--- src/rtl/ram_param.sv ---
// Single-port synchronous RAM (DEPTH x WIDTH) with a sequenced fill command; read data is registered, one-cycle latency.
// No backpressure: accesses and fill requests arriving while busy are dropped, not stalled.
module ram_param #(
    parameter int WIDTH      = 8,
    parameter int DEPTH      = 4,
    parameter int ADDR_WIDTH = 2
) (
    input  logic                  clock,
    input  logic                  clear,
    input  logic                  enable,
    input  logic                  read_write,
    input  logic [ADDR_WIDTH-1:0] address,
    input  logic [WIDTH-1:0]      data,
    input  logic                  fill,
    input  logic [WIDTH-1:0]      fill_data,
    output logic [WIDTH-1:0]      saved_data,
    output logic                  valid,
    output logic                  busy
);

    localparam logic [0:0] S_IDLE = 1'b0;
    localparam logic [0:0] S_FILL = 1'b1;

    localparam logic [ADDR_WIDTH:0]   DEPTH_LIM = (ADDR_WIDTH+1)'(DEPTH);
    localparam logic [ADDR_WIDTH-1:0] LAST_IDX  = ADDR_WIDTH'(DEPTH - 1);

    logic [0:0]            state;
    logic [ADDR_WIDTH-1:0] fill_cnt;
    logic [WIDTH-1:0]      fill_reg;
    logic [WIDTH-1:0]      mem [DEPTH];

    logic                  in_range;
    logic                  idle_access;
    logic                  rd_en;
    logic                  wr_en;
    logic [ADDR_WIDTH-1:0] wr_addr;
    logic [WIDTH-1:0]      wr_dat;
    logic [WIDTH-1:0]      rd_word;

    assign in_range    = {1'b0, address} < DEPTH_LIM;
    // A fill request in IDLE pre-empts any access presented in the same cycle.
    assign idle_access = (state == S_IDLE) && !fill && enable;
    assign rd_en       = idle_access && !read_write;

    always_comb begin
        wr_en   = 1'b0;
        wr_addr = '0;
        wr_dat  = '0;
        if (state == S_FILL) begin
            wr_en   = 1'b1;
            wr_addr = fill_cnt;
            wr_dat  = fill_reg;
        end else if (idle_access && read_write && in_range) begin
            wr_en   = 1'b1;
            wr_addr = address;
            wr_dat  = data;
        end
    end

    // Out-of-range reads return zero rather than aliasing onto a real word.
    always_comb begin
        rd_word = '0;
        if (in_range) begin
            rd_word = mem[address];
        end
    end

    always_ff @(posedge clock or posedge clear) begin
        if (clear) begin
            for (int i = 0; i < DEPTH; i++) begin
                mem[i] <= '0;
            end
        end else if (wr_en) begin
            mem[wr_addr] <= wr_dat;
        end
    end

    always_ff @(posedge clock or posedge clear) begin
        if (clear) begin
            saved_data <= '0;
            valid      <= 1'b0;
        end else begin
            valid <= rd_en;
            if (rd_en) begin
                saved_data <= rd_word;
            end
        end
    end

    always_ff @(posedge clock or posedge clear) begin
        if (clear) begin
            state    <= S_IDLE;
            fill_cnt <= '0;
            fill_reg <= '0;
        end else begin
            case (state)
                S_IDLE: begin
                    if (fill) begin
                        fill_reg <= fill_data;
                        fill_cnt <= '0;
                        state    <= S_FILL;
                    end
                end
                S_FILL: begin
                    if (fill_cnt == LAST_IDX) begin
                        fill_cnt <= '0;
                        state    <= S_IDLE;
                    end else begin
                        fill_cnt <= fill_cnt + 1'b1;
                    end
                end
                default: begin
                    state    <= S_IDLE;
                    fill_cnt <= '0;
                end
            endcase
        end
    end

    assign busy = (state == S_FILL);

endmodule
--- config.mk ---
export PLATFORM = sky130hd
export DESIGN_NAME = ram_param
export DESIGN_NICKNAME = d
export VERILOG_FILES = /design/src/rtl/ram_param.sv
export SDC_FILE = /design/constraint.sdc
export NUM_CORES = 1
export LEC_CHECK = 0
export ABC_AREA = 1
export CAP_MARGIN = 15
export CORE_ASPECT_RATIO = 1.2
export CORE_MARGIN = 2
export CORE_UTILIZATION = 30
export DETAILED_ROUTE_END_ITERATION = 7
export DONT_BUFFER_PORTS = 1
export GPL_TIMING_DRIVEN = 0
export SYNTH_ARGS = -nofsm -noshare
export SYNTH_HDL_FRONTEND = slang
export SYNTH_SLANG_ARGS = --single-unit
export TNS_END_PERCENT = 10
--- constraint.sdc ---
create_clock -name clock -period 3.3 [get_ports clock]
set_input_delay 0.66 -clock clock [delete_from_list [all_inputs] [get_ports clock]]
set_output_delay 0.66 -clock clock [all_outputs]
set_load 0.01 [all_outputs]
==> flow_summary.yaml, run 1 <==
yosys:
  synth_top_cell_area_share: 0.5205
  synth.area.top_cells: "dfrtp_1, nand2_1, o21ai_0"
  synth_nets: 317
  synth_compound_area_frac: 0.1116
  ys_ff_latch: 52
  yosys_warnings: 0
  synth_seq_area_share: 0.5205
  synthMuxAreaShare: 0.03604
  synthAdderAreaFrac: 0.005005
  synth_top_family_by_area: "simple AND/OR/NAND/NOR gates"
  synthCells: 293
  synth-simple-area-share: 0.2778
  avgSynthCellArea_sq_um: 8.532
  synth-xor-area-share: 0
  synth_top_cell_by_area: "dfrtp_1"
  syn_area_sq_um: 2500
  synth_cell_types: 25
setup_path:
  start_kind: "flop"
  worstPathArrival_ns: 1.83
  endpoint_kind: "flop"
  crit_family: "simple AND/OR/NAND/NOR gates"
  path_class: "reg2reg"
  crit_required_ns: 3.55
  critPathSlowestCell: "dfrtp_1"
  cp_cell_sequence: "nor2_4 > nand3_4 > o21ai_1 > nand3_1 > nand2_1"
  reg2reg_depth: 5
  path_buf_inv: 0
  worst-path-stages: 5
  cp_slowest_stage_delay_ns: 0.51
  crit_fanout: 9
grt:
  overflow: 0
  grt_usage: 0.1291
  grt_first_pass_wirelength_um: 9315
  grt_max_degree: 31
  grt_pass1_vias: 1872
  antenna_found_initial: 0
clock_tree:
  clk_latency_ns: 0.30
  cts_tree: "yes"
  cts_hold_buf: 0
  cts-root-buf: "clkbuf_8"
  cts_resized: 0
  cts_sinks: 52
  cts_buffers: 5
  clk_pin_slew_ns: 0.09
  postCtsSetupBuffers: 0
  cts_max_level: 2
  cts_buffer_depth: 2
finish:
  post-route-util: 0.3373
  stdcell_count: 396
  area_delta_synth_final_pct: 9.409
  finalNetCount: 325
  drive_gt1_frac: 0.1362
  num_antenna_cells: 0
  largest_reg_flops: 32
die:
  die_width_um: 87.33
  start_util: 0.3083
  die_area_sq_um: 9082
  fp-row-count: 36
  die_h_um: 104.0
  io_pins: 33
  core_sq_um: 8108
route:
  drtIter0Drc: 131
  drc: 0
  wl_um: 5427
  wl_per_cell_um: 13.70
  postRouteAntennaNets: 0
  vias: 1893
  via_per_inst: 4.780
  drt_pass1_iterations: 5
sta:
  fin_skew_ns: 0.004325
  grt_setup_unrepaired: "false"
  setup-violations-final: 0
  worst_pin_slew_ns: 0.5113
  finalHoldViolCount: 0
  max_freq_ghz: 0.6306
  finalCriticalPeriod_ns: 1.586
  maxSlewHeadroom: 0.6587
  slew_viol_final: 0
  timing.hold.ws_ns: 0.2576
  fin_crit_sh: 0.4805
  setup-tns-final_ns: 0
power:
  report.power.total_uw: 2465
  cellPowerDensity_nw_per_um2: 901.1
  leakagePower_uw: 0.001376
  ir_worst_vdd_mv: 0.6041
hold_path:
  min_path_type: "in2async"
placement:
  dp_cells: 389
  dp_hpwl_um: 4049
  portBuffers: 0
  place_congestion: 0.7829
flow_run:
  maxCapViolations: 0
outcome:
  status: "finished clean"
==> power breakdown <==
group	internal (uW)	switching (uW)	leakage (uW)
sequential	921	179	0.000659
combinational	353	619	0.000667
clock	187	206	0.0000503
total	1460	1000	0.00138
==> cell families after synthesis <==
group / after synthesis
compound gates: 52
flops: 52
simple gates: 156
fa+ha+maj: 1
mux: 8
buf+inv: 24
==> metrics by stage <==
stage / area [sq um] / worst slack (ns)
final: 2735 / 1.714
after global routing: 2735 / 1.551
after CTS: 2735 / 1.708
after floorplan: 2500 / 1.382
after global placement: 2619 / 0.7769
after detailed placement: 2639 / 1.460
==> synth_stat cells <==
master	instances
buf_6	2
nand2_4	5
nand3_4	1
buf_2	4
nand4_1	2
o21ai_4	1
inv_1	13
nor2_2	1
a22o_1	1
o21ai_2	1
mux2_2	8
nor2_1	24
nand2_1	101
clkbuf_1	1
clkbuf_2	1
nand2_2	3
ha_1	1
o21ai_0	41
o21ai_1	8
buf_1	1
inv_2	1
buf_8	1
nand3_1	16
dfrtp_1	52
nor2_4	3
==> placed cells by master (no fill, tap or decap), types with 2 or more instances in the layout <==
| master | netlist | routed |
|---|---|---|
| clkbuf_8 | 0 | 7 |
| buf_2 | 4 | 4 |
| nand3_1 | 16 | 16 |
| nand2_2 | 3 | 3 |
| nor2_4 | 3 | 3 |
| nand4_1 | 2 | 2 |
| o21ai_0 | 41 | 41 |
| nand2_4 | 5 | 5 |
| mux2_2 | 8 | 8 |
| inv_1 | 13 | 12 |
| buf_6 | 2 | 2 |
| nor2_1 | 24 | 24 |
| nand2_1 | 101 | 101 |
| o21ai_1 | 8 | 8 |
| dfrtp_1 | 52 | 52 |
| inv_2 | 1 | 2 |
==> cell type report <==
| class | instances | area, sq um |
|---|---|---|
| Clock buffer | 7 | 96.34 |
| Tap cell | 95 | 118.9 |
| Fill cell | 869 | 5373 |
| Multi-Input combinational cell | 217 | 1076 |
| Buffer | 10 | 70.07 |
| Inverter | 14 | 52.55 |
| Sequential cell | 52 | 1301 |
| Timing Repair Buffer | 1 | 20.02 |
==> worst register-to-register path, delay by kind of cell, from the launching register on <==
| kind | cells | cell delay, ns |
|---|---|---|
| AOI/OAI and AO/OA | 1 | 0.39 |
| and+or+nand+nor | 4 | 0.63 |
| DFF | 1 | 0.51 |
==> path summary, 6_finish.rpt <==
| path | from | to | slack, ns |
|---|---|---|---|
| setup / recovery | busy$_DFF_PP0_ | mem[7]$_DFFE_PP0P_ | 1.71 |
| min in group clock | mem[17]$_DFFE_PP0P_ | mem[17]$_DFFE_PP0P_ | 0.47 |
| setup reg to reg | busy$_DFF_PP0_ | mem[7]$_DFFE_PP0P_ | 1.71 |
| max in group asynchronous | clear | mem[16]$_DFFE_PP0P_ | 2.50 |
| hold / removal | clear | saved_data[5]$_DFFE_PP0P_ | 0.26 |
| hold reg to reg | mem[17]$_DFFE_PP0P_ | mem[17]$_DFFE_PP0P_ | 0.47 |
==> metal layers <==
layer  vias to the layer above  GRT usage  wire, um  share of wire
li1                        961          -         -              -
met1                       866     0.1784      2529           0.47
met2                        58     0.1997      2453           0.45
met3                         8    0.03413       361          0.067
met4                         0    0.03407        84          0.015
met5                         -          0         0              0
No activity file was read; power rests on OpenSTA's default activity.
==> inputs of run 2 (changes only) <==
- clock period: 3.3 -> 1.6 ns (I/O delays scaled with it)
==> run 2 against run 1 <==
Compared with the run above: clock skew grew 0.0011 ns; global-route usage is essentially flat; maximum frequency grew 4.3%; sequential power grew 110%; combinational power grew 110%; die area is the same; worst setup slack lost 1.6 ns; cell area grew 1.3%; sequential share of layout area shrank 0.58 points; critical path type unchanged; critical endpoint is now mem[17]$_DFFE_PP0P_; largest power group unchanged.
==> flow_summary.yaml, run 2 (same netlist as run 1, synthesis figures left out) <==
setup_path:
  endpoint_kind: "flop"
  crit_required_ns: 1.85
  worst-r2r-setup-slack_ns: 0.08
  crit_family: "simple AND/OR/NAND/NOR gates"
  path_class: "reg2reg"
  crit_fanout: 10
  r2r-start: "busy$_DFF_PP0_"
  worstPathArrival_ns: 1.77
  reg2reg_depth: 7
  critPathSlowestCell: "dfrtp_2"
  cp_cell_sequence: "nor2_4 > nand3_4 > nand2_4 > nand2_8 > nor2_4 > nand2_1 > nand2_1"
  r2r-end: "mem[17]$_DFFE_PP0P_"
  start_kind: "flop"
  path_buf_inv: 0
  cp_slowest_stage_delay_ns: 0.49
grt:
  antenna_found_initial: 0
  grt_usage: 0.1292
  grt_pass1_vias: 1879
  grt_first_pass_wirelength_um: 9335
  grt_max_degree: 31
  overflow: 0
sta:
  slew_viol_final: 0
  worst_pin_slew_ns: 0.5058
  fin_skew_ns: 0.005466
  finalHoldViolCount: 0
  fin_crit_sh: 0.9506
  grt_setup_unrepaired: "true"
  max_freq_ghz: 0.6575
  finalCriticalPeriod_ns: 1.521
  setup-violations-final: 0
  maxSlewHeadroom: 0.6623
  timing.hold.ws_ns: 0.1544
clock_tree:
  clk_latency_ns: 0.31
  cts_sinks: 52
  clk_pin_slew_ns: 0.09
  cts_buffers: 5
  postCtsSetupBuffers: 0
  cts_tree: "yes"
  cts_max_level: 2
  cts_buffer_depth: 2
  cts-root-buf: "clkbuf_8"
power:
  leakagePower_uw: 0.001383
  report.power.total_uw: 5139
  ir_worst_vdd_mv: 1.279
  cellPowerDensity_nw_per_um2: 1854
finish:
  finalNetCount: 326
  layout_common_cells: "nand2_1, dfrtp_1, o21ai_0"
  area_delta_synth_final_pct: 10.86
  largest_reg_flops: 32
  fill_cells: 866
  drive_gt1_frac: 0.1490
  num_antenna_cells: 0
  final_area_sq_um: 2771
  mostFrequentLayoutCell: "nand2_1"
die:
  die_area_sq_um: 9082
  die_h_um: 104.0
  fp-row-count: 36
  core_sq_um: 8108
  start_util: 0.3083
  io_pins: 33
  die_width_um: 87.33
placement:
  postPlaceCellArea_sq_um: 2639
  dp_hpwl_um: 4049
  portBuffers: 0
  place_congestion: 0.7829
outcome:
  status: "finished clean"
route:
  wl_um: 5464
  via_per_inst: 4.781
  vias: 1898
  postRouteAntennaNets: 0
  drtIter0Drc: 141
  drc: 0
  drt_pass1_iterations: 4
  wl_per_cell_um: 13.76
flow_run:
  maxCapViolations: 0
hold_path:
  min_to: "fill_reg[7]$_DFFE_PP0P_"
  min_from: "fill_data[7]"
  hold_depth: 1
  min_path_type: "in2reg"
==> run 2: cell types whose count changed in the layout (fill, tap and decap cells not counted) <==
cell	delta
nor2_4	+1
nand2_8	+1
o21ai_2	+3
dfrtp_1	-1
nand2_4	-1
o21ai_1	-3
dfrtp_2	+1
nor2_2	-1
dlygate4sd3_1	+1
==> run 2: area by class of cell <==
class                      count  area [sq um]  share of cell area
sequential                    52          1303              0.4700
multi-input combinational    217          1101              0.3973
tap                           95         118.9             0.04289
clock buffer                   7         96.34             0.03476
buffer                        10         70.07             0.02528
inverter                      14         52.55             0.01896
timing repair buffer           2         30.03             0.01084
==> run 2: timing repair <==
action | CTS | global route
hold buffers | 1 | 0
resized for setup | 0 | 6
hold endpoints to repair | 22 | 0
endpoints found under the setup margin | 0 | 40
==> run 2: where the power goes <==
group	switching [uW]	total, uW	internal [uW]
Combinational	1310	2060	750
Clock	419	805	386
Sequential	371	2270	1900
==> run 2: layer usage <==
metal | track usage | vias up | wire length [um]
met2 | 0.1997 | 55 | 2465
met3 | 0.03413 | 9 | 369
met1 | 0.1789 | 873 | 2550
met4 | 0.03407 | 0 | 80
li1 | - | 961 | -
met5 | 0 | - | 0
==> run 2: worst max path at each step <==
stage                                          to  slack [ns]      startpoint  cells after the start
after global placement    fill_reg[0]$_DFFE_PP0P_       -0.58           clear                      1
after CTS                     mem[19]$_DFFE_PP0P_       0.008  busy$_DFF_PP0_                      7
final                         mem[17]$_DFFE_PP0P_        0.08  busy$_DFF_PP0_                      7
after global routing           mem[1]$_DFFE_PP0P_       -0.02  busy$_DFF_PP0_                      7
after floorplan                    busy$_DFF_PP0_        0.02           clear                      1
after detailed placement      mem[19]$_DFFE_PP0P_        0.03  busy$_DFF_PP0_                      7
==> run 2: metrics by stage <==
step | TNS [ns] | setup slack, ns | util | cells
4_1_cts | 0 | 0.007858 | 0.3386 | 397
3_3_place_gp | -30.16 | -0.5831 | 0.3230 | 388
3_5_place_dp | 0 | 0.02891 | 0.3255 | 389
6_report | 0 | 0.07904 | 0.3418 | 397
2_1_floorplan | 0 | 0.02212 | - | 293
5_1_grt | -0.1813 | -0.02070 | 0.3418 | 397
==> inputs of run 3 (changes only) <==
- PLACE_DENSITY: not set -> 0.45
- clock period: 1.6 -> 1.2 ns (I/O delays scaled with it)
==> run 3 against run 2 <==
Compared with the run above: the run now ends with setup timing left; combinational power is 63% higher; wire length is 14% higher; total power is 48% higher; cell area is 8.6% higher; critical path type unchanged; largest power group is now combinational cells; clock power is 50% higher.
==> flow_summary.yaml, run 3 (same netlist as run 1, synthesis figures left out) <==
outcome:
  status: "finished with violations"
  failed_checks: "setup timing"
clock_tree:
  cts-root-buf: "clkbuf_8"
  cts_sinks: 52
  cts_max_level: 2
  cts_tree: "yes"
  cts_buffer_depth: 2
  cts_buffers: 5
  clk_latency_ns: 0.30
  clk_pin_slew_ns: 0.10
setup_path:
  crit_fanout: 10
  worstPathArrival_ns: 1.72
  path_class: "reg2reg"
  start_kind: "flop"
  r2r-start: "busy$_DFF_PP0_"
  reg2reg_depth: 8
  endpoint_kind: "flop"
  worst-r2r-setup-slack_ns: -0.32
  crit_required_ns: 1.40
  r2r-end: "mem[31]$_DFFE_PP0P_"
finish:
  largest_reg_flops: 32
  post-route-util: 0.3711
  drive_gt1_frac: 0.1899
  finalNetCount: 339
  area_delta_synth_final_pct: 20.37
  fill_cells: 878
  seq_area_sq_um: 1303
  mostFrequentLayoutCell: "nand2_1"
  stdcell_count: 411
  num_antenna_cells: 0
  layout_common_cells: "nand2_1, dfrtp_1, o21ai_0"
  multiInputGateArea_sq_um: 1199
grt:
  grt_pass1_vias: 1967
  grt_usage: 0.1483
  grt_max_degree: 35
  antenna_found_initial: 0
  met2_usage: 0.2273
  overflow: 0
  busiest_layer: "met2"
  grtUsageMet3: 0.02778
  grt_first_pass_wirelength_um: 10500
  grt_util_met1: 0.2166
sta:
  fin_crit_sh: 1.270
  fin_skew_ns: 0.004919
  timing.hold.ws_ns: 0.07760
  maxSlewHeadroom: 0.6864
  layout_setup_ws_ns: -0.3240
  worst_pin_slew_ns: 0.4694
  grt_setup_unrepaired: "true"
  setup-violations-final: 50
  finalHoldViolCount: 0
  finalCriticalPeriod_ns: 1.524
  max_freq_ghz: 0.6562
  slew_viol_final: 0
die:
  fp-row-count: 36
  io_pins: 33
  die_h_um: 104.0
  start_util: 0.3083
  die_width_um: 87.33
  core_sq_um: 8108
  die_area_sq_um: 9082
route:
  drtIter0Drc: 152
  wl_um: 6239
  drc: 0
  drt_pass1_iterations: 4
  vias: 1934
  postRouteAntennaNets: 0
  via_per_inst: 4.706
  wl_per_cell_um: 15.18
hold_path:
  min_from: "fill_data[0]"
  hold_depth: 1
  min_path_type: "in2reg"
  min_to: "fill_reg[0]$_DFFE_PP0P_"
placement:
  portBuffers: 0
  dp_cells: 389
  dp_hpwl_um: 4301
  place_congestion: 0.7533
  place_ws_ns: -0.4167
power:
  leakagePower_uw: 0.001470
  cellPowerDensity_nw_per_um2: 2524
  report.power.total_uw: 7594
  ir_worst_vdd_mv: 1.103
flow_run:
  maxCapViolations: 0
[run 3: layout make-up]
| class | count | area share |
|---|---|---|
| inverter | 14 | 0.01871 |
| clock inverter | 2 | 0.01164 |
| timing repair buffer | 13 | 0.04906 |
| multi-input combinational | 219 | 0.3983 |
| clock buffer | 6 | 0.02412 |
| buffer | 10 | 0.02578 |
| tap | 95 | 0.03950 |
| sequential | 52 | 0.4328 |
[run 3: per-stage QoR]
step,area (sq um),TNS [ns]
finish,3009,-12.00
global route,3009,-16.45
CTS,2890,-12.60
detailed placement,2643,-17.59
global placement,2623,-17.20
floorplan,2504,-5.656
[run 3: worst max-delay path, stage by stage, from the launching register on]
cell and delay (ns):
dfrtp_2 0.49, buf_6 0.17, nand2_1 0.07, nand2_2 0.07, buf_12 0.15, buf_8 0.12, buf_4 0.13, o21ai_0 0.14
nand2_1 0.07
[run 3: what timing repair did]
item | in CTS | in global routing
endpoints found under the hold margin | 18 | 0
cloned | 2 | 0
setup endpoints to repair | 50 | 50
setup buffers | 6 | 5
hold buffers | 1 | 0
gates resized for setup | 13 | 17
pin swaps | 13 | 11
[run 3: routing by layer]
metal / share of wire / up-vias
li1: - / 995
met1: 0.48 / 899
met2: 0.49 / 36
met3: 0.027 / 4
met4: 0.0088 / 0
met5: 0 / -
[run 3: report_power, final]
part | total, uW | switching [uW] | internal (uW)
registers | 3020 | 483 | 2530
logic | 3360 | 1970 | 1390
clock network | 1210 | 592 | 620
[run 3: how the worst max path moves through the flow]
stage	from	end	slack, ns	cells after the start
3_3_place_gp	busy$_DFF_PP0_	saved_data[1]$_DFFE_PP0P_	-0.40	5
6_report	busy$_DFF_PP0_	mem[31]$_DFFE_PP0P_	-0.32	8
4_1_cts	busy$_DFF_PP0_	mem[31]$_DFFE_PP0P_	-0.32	7
5_1_grt	busy$_DFF_PP0_	mem[31]$_DFFE_PP0P_	-0.42	8
3_5_place_dp	busy$_DFF_PP0_	saved_data[7]$_DFFE_PP0P_	-0.42	5
2_1_floorplan	busy$_DFF_PP0_	mem[0]$_DFFE_PP0P_	-0.15	7
